[config.mk]
export PLATFORM = sky130hd
export DESIGN_NAME = uart_rx_core
export DESIGN_NICKNAME = d
export VERILOG_FILES = /design/src/rtl/uart_rx_core.sv
export SDC_FILE = /design/constraint.sdc
export NUM_CORES = 1
export LEC_CHECK = 0
export BUFFER_PORTS_ARGS = -buffer_cell sky130_fd_sc_hd__buf_2
export CAP_MARGIN = 20
export CORE_UTILIZATION = 55
export DETAILED_ROUTE_END_ITERATION = 10
export PLACE_DENSITY = 0.84
export SYNTH_ARGS = -nofsm -noshare
export SYNTH_HDL_FRONTEND = slang
export SYNTH_SLANG_ARGS = --single-unit
export TNS_END_PERCENT = 5
[constraint.sdc]
create_clock -name clk_in -period 3 [get_ports clk_in]
set_input_delay 0.6 -clock clk_in [delete_from_list [all_inputs] [get_ports clk_in]]
set_output_delay 0.6 -clock clk_in [all_outputs]
set_load 0.01 [all_outputs]
[src/rtl/uart_rx_core.sv]
// 8N1 UART receiver: two-flop synchronizer, mid-bit sampling FSM and a
// 2-entry receive FIFO with sticky frame-error and overrun flags.
module uart_rx_core #(
  parameter int DIV_WIDTH = 16
) (
  input  logic                 clk_in,
  input  logic                 reset,
  input  logic                 en_i,
  input  logic [DIV_WIDTH-1:0] clk_div_i,
  input  logic                 uart_rx,
  output logic [7:0]           data_o,
  output logic                 valid_o,
  input  logic                 ready_i,
  output logic [1:0]           level_o,
  output logic                 frame_err_o,
  output logic                 overrun_o,
  input  logic                 clear_i
);

  typedef enum logic [1:0] {IDLE, START, DATA, STOP} state_e;

  // Output handshake: a byte leaves the FIFO on a rising edge where
  // valid_o and ready_i are both 1; data_o is the head while valid_o=1.

  state_e               state_q, state_d;
  logic [DIV_WIDTH-1:0] cnt_q, cnt_d;
  logic [DIV_WIDTH-1:0] div_q, div_d;
  logic [2:0]           idx_q, idx_d;
  logic [7:0]           shift_q, shift_d;
  logic                 rx_meta_q, rx_s_q;
  logic [7:0]           mem0_q, mem0_d, mem1_q, mem1_d;
  logic [1:0]           level_q, level_d;
  logic                 ferr_q, ferr_d, ovr_q, ovr_d;
  logic                 push, frame_set, ovr_set, pop;
  logic [DIV_WIDTH-1:0] div_c;

  assign div_c = (clk_div_i < DIV_WIDTH'(4)) ? DIV_WIDTH'(4) : clk_div_i;

  always_ff @(posedge clk_in) begin
    if (reset) begin
      rx_meta_q <= 1'b1;
      rx_s_q    <= 1'b1;
      state_q   <= IDLE;
      cnt_q     <= '0;
      div_q     <= '0;
      idx_q     <= '0;
      shift_q   <= '0;
      mem0_q    <= '0;
      mem1_q    <= '0;
      level_q   <= '0;
      ferr_q    <= 1'b0;
      ovr_q     <= 1'b0;
    end else begin
      rx_meta_q <= uart_rx;
      rx_s_q    <= rx_meta_q;
      state_q   <= state_d;
      cnt_q     <= cnt_d;
      div_q     <= div_d;
      idx_q     <= idx_d;
      shift_q   <= shift_d;
      mem0_q    <= mem0_d;
      mem1_q    <= mem1_d;
      level_q   <= level_d;
      ferr_q    <= ferr_d;
      ovr_q     <= ovr_d;
    end
  end

  // Receive FSM: cnt counts down to the next mid-bit sample point.
  always_comb begin
    state_d   = state_q;
    cnt_d     = cnt_q;
    div_d     = div_q;
    idx_d     = idx_q;
    shift_d   = shift_q;
    push      = 1'b0;
    frame_set = 1'b0;
    if (!en_i) begin
      state_d = IDLE;
    end else begin
      case (state_q)
        IDLE: begin
          if (!rx_s_q) begin
            div_d   = div_c;
            cnt_d   = div_c >> 1;
            state_d = START;
          end
        end
        START: begin
          if (cnt_q != '0) begin
            cnt_d = cnt_q - DIV_WIDTH'(1);
          end else if (!rx_s_q) begin
            cnt_d   = div_q - DIV_WIDTH'(1);
            idx_d   = '0;
            state_d = DATA;
          end else begin
            state_d = IDLE;
          end
        end
        DATA: begin
          if (cnt_q != '0) begin
            cnt_d = cnt_q - DIV_WIDTH'(1);
          end else begin
            shift_d[idx_q] = rx_s_q;
            cnt_d          = div_q - DIV_WIDTH'(1);
            idx_d          = idx_q + 3'd1;
            if (idx_q == 3'd7) state_d = STOP;
          end
        end
        STOP: begin
          if (cnt_q != '0) begin
            cnt_d = cnt_q - DIV_WIDTH'(1);
          end else begin
            push      = rx_s_q;
            frame_set = !rx_s_q;
            state_d   = IDLE;
          end
        end
        default: state_d = IDLE;
      endcase
    end
  end

  // FIFO: mem0 is always the head; mem1 holds the second entry.
  assign pop = (level_q != 2'd0) && ready_i;

  always_comb begin
    mem0_d  = mem0_q;
    mem1_d  = mem1_q;
    level_d = level_q;
    ovr_set = 1'b0;
    case (level_q)
      2'd0: begin
        if (push) begin
          mem0_d  = shift_q;
          level_d = 2'd1;
        end
      end
      2'd1: begin
        if (push && pop) begin
          mem0_d = shift_q;
        end else if (push) begin
          mem1_d  = shift_q;
          level_d = 2'd2;
        end else if (pop) begin
          level_d = 2'd0;
        end
      end
      default: begin
        if (push && pop) begin
          mem0_d = mem1_q;
          mem1_d = shift_q;
        end else if (push) begin
          ovr_set = 1'b1;
        end else if (pop) begin
          mem0_d  = mem1_q;
          level_d = 2'd1;
        end
      end
    endcase
  end

  // Set wins over clear when both land in the same cycle.
  assign ferr_d = frame_set ? 1'b1 : (clear_i ? 1'b0 : ferr_q);
  assign ovr_d  = ovr_set   ? 1'b1 : (clear_i ? 1'b0 : ovr_q);

  assign data_o      = mem0_q;
  assign valid_o     = (level_q != 2'd0);
  assign level_o     = level_q;
  assign frame_err_o = ferr_q;
  assign overrun_o   = ovr_q;

endmodule

* Yosys cells after proc, flatten, opt, wreduce, memory -nomap -nowiden
Index checks and enable logic that the tools add are counted.
** Storage, ports and cells
- Logic and storage cells :: 115
- Input bits :: 22
- Flip-flop bits (word level) :: 67
- Output and inout port bits :: 13
** Operators by class
- Reductions and logical operators :: 23
- Bitwise logic cells :: 4
- Equal/unequal tests :: 21
- Add/subtract/negate cells :: 3
- $lt $le $gt $ge :: 3
- Muxes and demuxes :: 49
** Operators with widths (number)
- 2-to-1 mux 16 bit :: 6
- one-hot mux 16 bit (4 select lines) :: 1
- 2-to-1 mux 8 bit :: 6
- one-hot mux 8 bit (2 select lines) :: 2
- subtractor 16 x 1 -> 16 bit, second input constant :: 2
- 2-to-1 mux 2 bit :: 13
- inequality test 2 bit, second input constant :: 11
- less-than comparator 16 x 3 -> 1 bit, second input constant :: 1
- nonzero test 16 bit :: 1
- 2-to-1 mux 1 bit :: 13
- AND reduction 4 bit :: 3
- AND reduction 5 bit :: 2
- nonzero test 2 bit :: 5
- 2-to-1 mux 3 bit :: 3
- bitwise mux 8 bit :: 1
- one-hot mux 2 bit (4 select lines) :: 1
- inequality test 3 x 1 -> 1 bit, second input constant :: 2
- inequality test 3 bit, second input constant :: 2
- one-hot mux 3 bit (2 select lines) :: 1
- AND reduction 3 bit :: 2
- AND reduction 6 bit :: 1
- equality test 2 x 1 -> 1 bit, second input constant :: 2
- equality test 2 bit, second input constant :: 2
- zero test 2 bit :: 2
- other kinds (12) :: 18

* Longest topological paths before layout
Gate-level depths: netlist (run 1).
- Depth after elaboration :: 8
- Depth in mapped cells :: 10
- Depth with buffers taken out :: 8

* Least setup slack after synthesis (run 1)
OpenSTA, ideal clock, no wires.
- Path type :: flip-flop to flip-flop
- From :: register cnt_q[0]
- To :: register mem0_q[5] (netlist: data_o[5])
- Arrival time :: 1975 ps
- Buffers on the path :: 1
- Cell stages (with the launch flop) :: 10
- Period minus slack after synthesis :: 2054 ps
- Required time :: 2921 ps
- Library setup time :: 79 ps
- Slack :: 946 ps
- Path through :: dfxtp_1 > inv_1 > ha_1 > nor4b_2 > nand4_2 > nor4_4 > o22a_4 > buf_6 > nor2_1 > a211oi_2
** On the way
- Word-level cells in the longest chain between the ends :: 7
- Elaborated cells between the ends (all ways) :: 12
- Classes of those cells :: eq/ne (3); mux (5); reduce/logical (4)
** Ends and longest elaborated chain
- start, declared :: line 26 : logic [DIV_WIDTH-1:0] cnt_q, cnt_d;
- start signal, assigned :: line 57 : cnt_q <= cnt_d;
- nonzero test 16 bit (*) :: line 111 : if (cnt_q != '0) begin
- 2-to-1 mux 1 bit (*) :: line 111
- 2-to-1 mux 1 bit (*) :: line 81 : case (state_q)
- 2-to-1 mux 1 bit (*) :: line 78 : if (!en_i) begin
- logical AND 1 bit :: line 140, 150
- inequality test 3 x 1 -> 1 bit (no line) (tied with other cells)
- AND reduction 4 bit (no line) or one-hot mux 8 bit (2 select lines) (tied branches)
- end signal, assigned :: line 61 : mem0_q <= mem0_d;
- end, declared :: line 31 : logic [7:0] mem0_q, mem0_d, mem1_q, mem1_d;
Mark *: on every way between the ends. The rest lies on a longest branch, timed or not.
A chain may end at the register's enable or synchronous reset.

* Worst setup path in the final report (run 1)
- From :: register cnt_q[0]
- To :: register cnt_q[13]
** On the way
- Word-level cells in the longest chain between the ends :: 3
- Elaborated cells between the ends (all ways) :: 9
- Classes of those cells :: add/sub (1); eq/ne (2); mux (4); reduce/logical (2)
** Ends and longest elaborated chain (line)
- subtractor 16 x 1 -> 16 bit or nonzero test 16 bit (tied branches)
- 2-to-1 mux 16 bit (tied with other cells) :: 111
- one-hot mux 16 bit (4 select lines) or AND reduction 4 bit (tied branches)
Parallel ways exist; a longest one is shown, timed or not. The select of a mux whose other input is x is not followed.

==> results.md, run 1 <==
* Synth warn at 0
* GP Congestion at 0.868
* Crit-path max cell delay at 490 ps
* Clk root buf: clkbuf_8
* Initial Utilization at between 50% and 60%
* CP max-delay cell: o221ai_2
* Synth Instances at 470
* Postcts setup bufs at 0
* Hold Startpoint: rx_meta_q
* Fill cell count at 556
* Synth Net Count at 501
* Clk Latency, worst-skew pair at 350 ps
* Boundary Pins at 35
* CTS Buf Count at 9
* WL per Instance at about 16 um
* Core Util, Final at 62.7%
* Top post-synthesis cells by area: dfxtp_1 (35%), mux2i_1 (6.5%), nor2_1 (5.9%)
* # resized after CTS at 0
* Max-cap violations at 0
* Grt ovf at 0
* Clock sinks at 67
* Full die area at 7340 um^2
* Leading area contributor after synthesis: dfxtp_1
* Startpoint types: register
* WP data arrival at 2820 ps
* Synth cell types at 56
* RSZ-0062 raised after global routing: no
* Nets at 523
* Bufs on Longest Clock Path at 2
* Num rows at 30
* Critical path type: register to register
* Placement Setup Slack at between 500 and 600 ps
* Initial antenna violation count at 0
* FF+latch count, synth at 67
* Clock skew at 7.82 ps
* Initial DRC Count at 296
* DR DRC count at 0
* Final Max Slew Viols at 0
* Hold/Removal Path Class: register to register
* DPL Wire Length at 6870 um
* Number of global-route vias before repair at 3396
* Largest net degree at the start of global routing at 51
* Tcrit/Tclk final at 85.3%
* WL final at 9750 um
* Min Clock Period, post-route at 2560 ps
* CP cell instances: inv_1, ha_1, nor4b_2, and4_1, a21oi_1, o221ai_2, buf_4, nand3b_1, o41ai_2
* Diode count at 0
* Critical Path Source: cnt_q[0]
* Status: complete, no violations
* Pleak at 1.71 nW
* Final hold vios at 0
* Family with the most delay on the worst path: simple AND/OR/NAND/NOR gates
* Clock-pin slew on the worst setup and hold paths at 80 ps
* Port buffer count at 34
* Bufs and invs on worst path at 2
* Maximum clock rate at just under 400 MHz
* Synth Cell Area at 3850 um^2
* EDFF count, synth at 0
* Placed Area at 4050 um^2
* Vias per cell at 6.24
* Sequential element share of the synthesized area at 34.9%
* Finished Cell Area at roughly 4300 um^2
* Final WS setup at 441 ps
* Iteration count of the initial detailed-routing pass at 5
* Worst path required time at around 3300 ps
* Relative slew slack at 46.7%
* Max rail drop VDD at ~360 uV
* Worst slew pin tran at around 800 ps
* P&R area growth vs syn at 10.6%
* Number of routed nets with antenna violations at 0
* Reg2reg start: cnt_q[0]
* Final setup fails at 0
* Global-route wire length before repair at 15900 um
* # H-tree levels at 3
* Crit. End Element: register
* Total power draw at 2.05 mW
* Async set-reset flop share out of synthesis at 0%
* TritonCTS clock tree: yes
* Placeable core region at about 6800 um^2
* Share of post-route cells with drive strength above 1 at 14.5%
* PD cells at 483 nW/um^2
* Die X at 85.7 um
* Most used DFF post-synth: dfxtp_1
* Vias at 3698
* Synth top area share at 34.9%
* CTS Hold Bufs at 0
* GRT Util Overall at 27.4%
* Syn Area/Cell at ~8 um^2
* Chip height at 85.7 um
* Critical path peak fanout at 21
* Setup TNS Final at 0 ps
==> state kept, by name, summed over array words and instances (netlist names), 2 cells and up, named ones only <==
| name | cells |
|---|---|
| level_o | 2 |
| mem1_q | 8 |
| shift_q | 8 |
| cnt_q | 16 |
| div_q | 16 |
| idx_q | 3 |
| data_o | 8 |
==> logic make-up (layout without fill, tap and decap cells) <==
logic type | Yosys count | in the layout | synth area share [%]
AO/OA/AOI/OAI | 97 | 97 | 17.1
multiplexers | 25 | 25 | 6.50
XOR/XNOR | 23 | 23 | 5.23
buffers and inverters | 43 | 70 | 4.65
AND/OR/NAND/NOR | 206 | 206 | 28.8
flip-flops | 67 | 67 | 34.9
adder cells (fa/ha/maj) | 9 | 9 | 2.93
==> area by class of cell <==
cell class | count | area [um^2] | area share (%)
well taps | 96 | 120 | 2.82
repair buffers | 39 | 208 | 4.88
clock inverters | 7 | 80.1 | 1.88
multi-input cells | 360 | 2330 | 54.7
flip-flops and latches | 67 | 1340 | 31.5
inverters | 15 | 56.3 | 1.32
clock buffers | 9 | 124 | 2.91
==> synth_stat cells, types with 6 or more instances <==
cell type  number
nand4_1         6
xnor2_1         8
ha_1            9
o21ai_0        13
nand3_1        10
nor2_1         61
mux2i_1        25
a31oi_1         7
nor4_1         10
dfxtp_1        67
nand3b_1       19
a21oi_1        35
xor2_1         15
a211oi_1       10
nor3_1         10
inv_1          15
nand2_1        53
clkbuf_1       19
==> power breakdown <==
part	total, mW	internal (mW)	leakage, nW	switching (mW)
Combinational	0.341	0.128	1.06	0.213
Sequential	0.925	0.902	0.541	0.0228
Clock	0.788	0.397	0.103	0.391
Total	2.05	1.43	1.71	0.627
==> worst paths after layout <==
path	endpoint	slack (ps)	cells past startpoint
max	cnt_q[13]	440	9
min	rx_s_q	420	1
max reg2reg	cnt_q[13]	440	9
min reg2reg	rx_s_q	420	1
==> metal layers <==
layer | GRT usage, % | up-vias | wire length, um
li1 | - | 1741 | -
met2 | 45.4 | 164 | 4740
met5 | 0 | - | 0
met1 | 33.8 | 1754 | 3990
met3 | 6.26 | 39 | 638
met4 | 12.9 | 0 | 376
==> cells in the final DEF (no fill, tap or decap), types with 5 or more instances in the layout <==
cell,count
mux2i_1,25
a211oi_1,10
nor4_1,10
o22ai_1,5
inv_1,15
nand3_1,10
dfxtp_1,67
o21ai_0,13
clkbuf_8,9
buf_4,5
a31oi_1,7
nand2_1,53
nand4_1,6
ha_1,9
xor2_1,15
nor3_1,10
buf_2,34
a21oi_1,35
nand3b_1,19
xnor2_1,8
o221ai_1,5
nor2_1,61
==> per-stage QoR <==
| stage | hold slack, ps | instances |
|---|---|---|
| floorplan | 389 | 470 |
| global placement | 401 | 577 |
| detailed placement | 398 | 577 |
| CTS | 417 | 593 |
| global route | 426 | 593 |
| finish | 421 | 593 |
(Power assumes the default switching activity.)
==> run 2, diff against run 1 <==
Settings changed: PLACE_DENSITY 0.84 to 0.74.
==> run 2 against run 1 <==
  * Worst hold slack improved by 3.7 ps
  * Sequential power about the same
  * Via count decreased by 4.4%
  * Combinational power increased by 2%
  * Die area unchanged
  * Worst setup slack improved by 79 ps
  * Routed wire length increased by 2.5%
  * Largest cell class unchanged
==> results.md, run 2 (synthesized netlist as in run 1, its figures left out) <==
* Clk root buf: clkbuf_8 (unchanged)
* Clock-pin slew on the worst setup and hold paths at 80 ps (about the same)
* Largest net degree at the start of global routing at 32 (was 51)
* Chip height at 85.7 um (unchanged)
* GRT Util Overall at 28.0% (was 27.4%)
* Clock sinks at 67 (unchanged)
* TritonCTS clock tree: yes (unchanged)
* Startpoint types: register (unchanged)
* Commonest non-fill, non-tap cells in the layout: dfxtp_1 (67), nor2_1 (61), nand2_1 (53) (unchanged)
* Final hold vios at 0 (unchanged)
* Placeable core region at 6790 um^2 (unchanged)
* Pint at 1.43 mW (about the same)
* GP Congestion at 0.929 (was 0.868)
* Vias at 3536 (was 3698)
* Min Clock Period, post-route at 2480 ps (was 2560 ps)
* Critical Path End: cnt_q[0] (was cnt_q[13])
* Max rail drop VDD at 301 uV (was 365 uV)
* Maximum clock rate at 403 MHz (was 391 MHz)
* Worst hold slack at 425 ps (was 421 ps)
* Bufs on Longest Clock Path at 2 (unchanged)
* Critical Path Source: cnt_q[0] (unchanged)
* Nets at 529 (was 523)
* Number of routed nets with antenna violations at 0 (unchanged)
* PD cells at 477 nW/um^2 (was 483 nW/um^2)
* Initial DRC Count at 147 (was 296)
* Reg2reg start: cnt_q[0] (unchanged)
* Worst slew pin tran at 900 ps (was 793 ps)
* Logic pwr share at 17.0% (was 16.6%)
* # H-tree levels at 3 (unchanged)
* DPL Wire Length at 7210 um (was 6870 um)
* R2r endpoint: cnt_q[0] (was cnt_q[13])
* Num rows at 30 (unchanged)
* FF-to-FF setup slack at 520 ps (was 440 ps)
* Total power draw at 2.05 mW (about the same)
* Die X at 85.7 um (unchanged)
* Global-route wire length before repair at 16100 um (was 15900 um)
* Port buffer count at 34 (unchanged)
* Boundary Pins at 35 (unchanged)
* Relative slew slack at 39.4% (was 46.7%)
* Clock skew at 9.31 ps (was 7.82 ps)
* Net Sw Frac at 30.4% (was 30.5%)
* Vias per cell at 5.90 (was 6.24)
* Critical path peak fanout at 31 (was 21)
* WL per Instance at 16.7 um (was 16.4 um)
* CTS Buf Count at 9 (unchanged)
* Fill cell count at 611 (was 556)
* Share of post-route cells with drive strength above 1 at 15.5% (was 14.5%)
* Number of global-route vias before repair at 3404 (was 3396)
* P&R area growth vs syn at 11.6% (was 10.6%)
* Max-cap violations at 0 (unchanged)
* Register area at 1340 um^2 (unchanged)
* Finished Cell Area at 4300 um^2 (was 4260 um^2)
* Diode count at 0 (unchanged)
* Worst path required time at 3260 ps (about the same)
* Grt ovf at 0 (unchanged)
* RSZ-0062 raised after global routing: no (unchanged)
* Critical path type: register to register (unchanged)
* Status: complete, no violations (unchanged)
* Full die area at 7340 um^2 (unchanged)
* Iteration count of the initial detailed-routing pass at 4 (was 5)
* WP data arrival at 2740 ps (was 2820 ps)
* Placed Area at 4100 um^2 (was 4050 um^2)
* Biggest registers after layout: cnt_q x16, div_q x16 (unchanged)
* P_sw at 0.622 mW (was 0.627 mW)
* # resized after CTS at 0 (unchanged)
* WL final at 10000 um (was 9750 um)
* Fin cells at 599 (was 593)
* CTS Hold Bufs at 0 (unchanged)
* Initial Utilization at 56.6% (unchanged)
* Postcts setup bufs at 0 (unchanged)
* DR DRC count at 0 (unchanged)
* Tcrit/Tclk final at 82.6% (was 85.3%)
* Final setup fails at 0 (unchanged)
* Multi-input logic area at 2330 um^2 (unchanged)
* Setup TNS Final at 0 ps (unchanged)
* Placed cells at 583 (was 577)
* Final Max Slew Viols at 0 (unchanged)
* Reg2reg path depth at 9 (unchanged)
* Sequential power share at 45.2% (was 45.0%)
* Hold/Removal Path Class: register to register (unchanged)
* Clk Latency, worst-skew pair at 350 ps (about the same)
* Clock share of power at 37.8% (was 38.3%)
* Crit. End Element: register (unchanged)
* Pleak at 1.73 nW (was 1.71 nW)
* Initial antenna violation count at 0 (unchanged)
* Most common cell after layout, fill and taps aside: dfxtp_1 (unchanged)
-- run 2: cell types whose count changed in the layout (fill, tap and decap cells not counted) --
cell      delta
clkinv_2     +1
inv_6        -1
inv_8        -1
buf_4        +6
clkinv_4     +1
-- run 2: layer usage --
| metal | global-route usage [%] | wire [um] |
|---|---|---|
| met1 | 33.3 | 4200 |
| met2 | 47.3 | 5020 |
| met3 | 4.81 | 377 |
| met4 | 16.8 | 400 |
| met5 | 0 | 0 |
-- run 2: final cells by class --
| class | instances | share of cell area [%] |
|---|---|---|
| inverter | 15 | 1.31 |
| clock inverter | 7 | 1.72 |
| multi-input combinational | 360 | 54.2 |
| timing repair buffer | 45 | 5.88 |
| clock buffer | 9 | 2.88 |
| sequential | 67 | 31.2 |
| tap | 96 | 2.80 |
-- run 2: through the flow --
step | utilization (%) | setup WS, ps
floorplan | - | 946
global placement | 60.3 | 669
detailed placement | 60.3 | 589
CTS | 63.2 | 561
global route | 63.2 | 315
finish | 63.2 | 521
-- run 2: worst min path at each step --
stage          startpoint        end  slack, ps  cells past startpoint
3_5_place_dp    rx_meta_q     rx_s_q        400                      1
6_report        rx_meta_q     rx_s_q        420                      1
2_1_floorplan   rx_meta_q     rx_s_q        390                      1
5_1_grt           uart_rx  rx_meta_q        440                      2
3_3_place_gp    rx_meta_q     rx_s_q        400                      1
4_1_cts         rx_meta_q     rx_s_q        420                      1
-- run 2: critical path: stages, from the launching register on --
cell	delay (ps)
dfxtp_1	350
inv_1	110
ha_1	160
nor4b_2	300
and4_1	390
a21oi_1	130
o221ai_2	200
buf_4	360
a31oi_1	110
a221oi_1	270
-- run 2: power groups by stage --
stage               combinational, mW  clock [mW]  sequential [mW]
global placement                0.335           0            0.944
CTS                             0.344       0.781            0.925
global route                    0.377       0.825            0.928
floorplan                       0.247           0            0.937
finish                          0.348       0.776            0.925
detailed placement              0.342           0            0.946
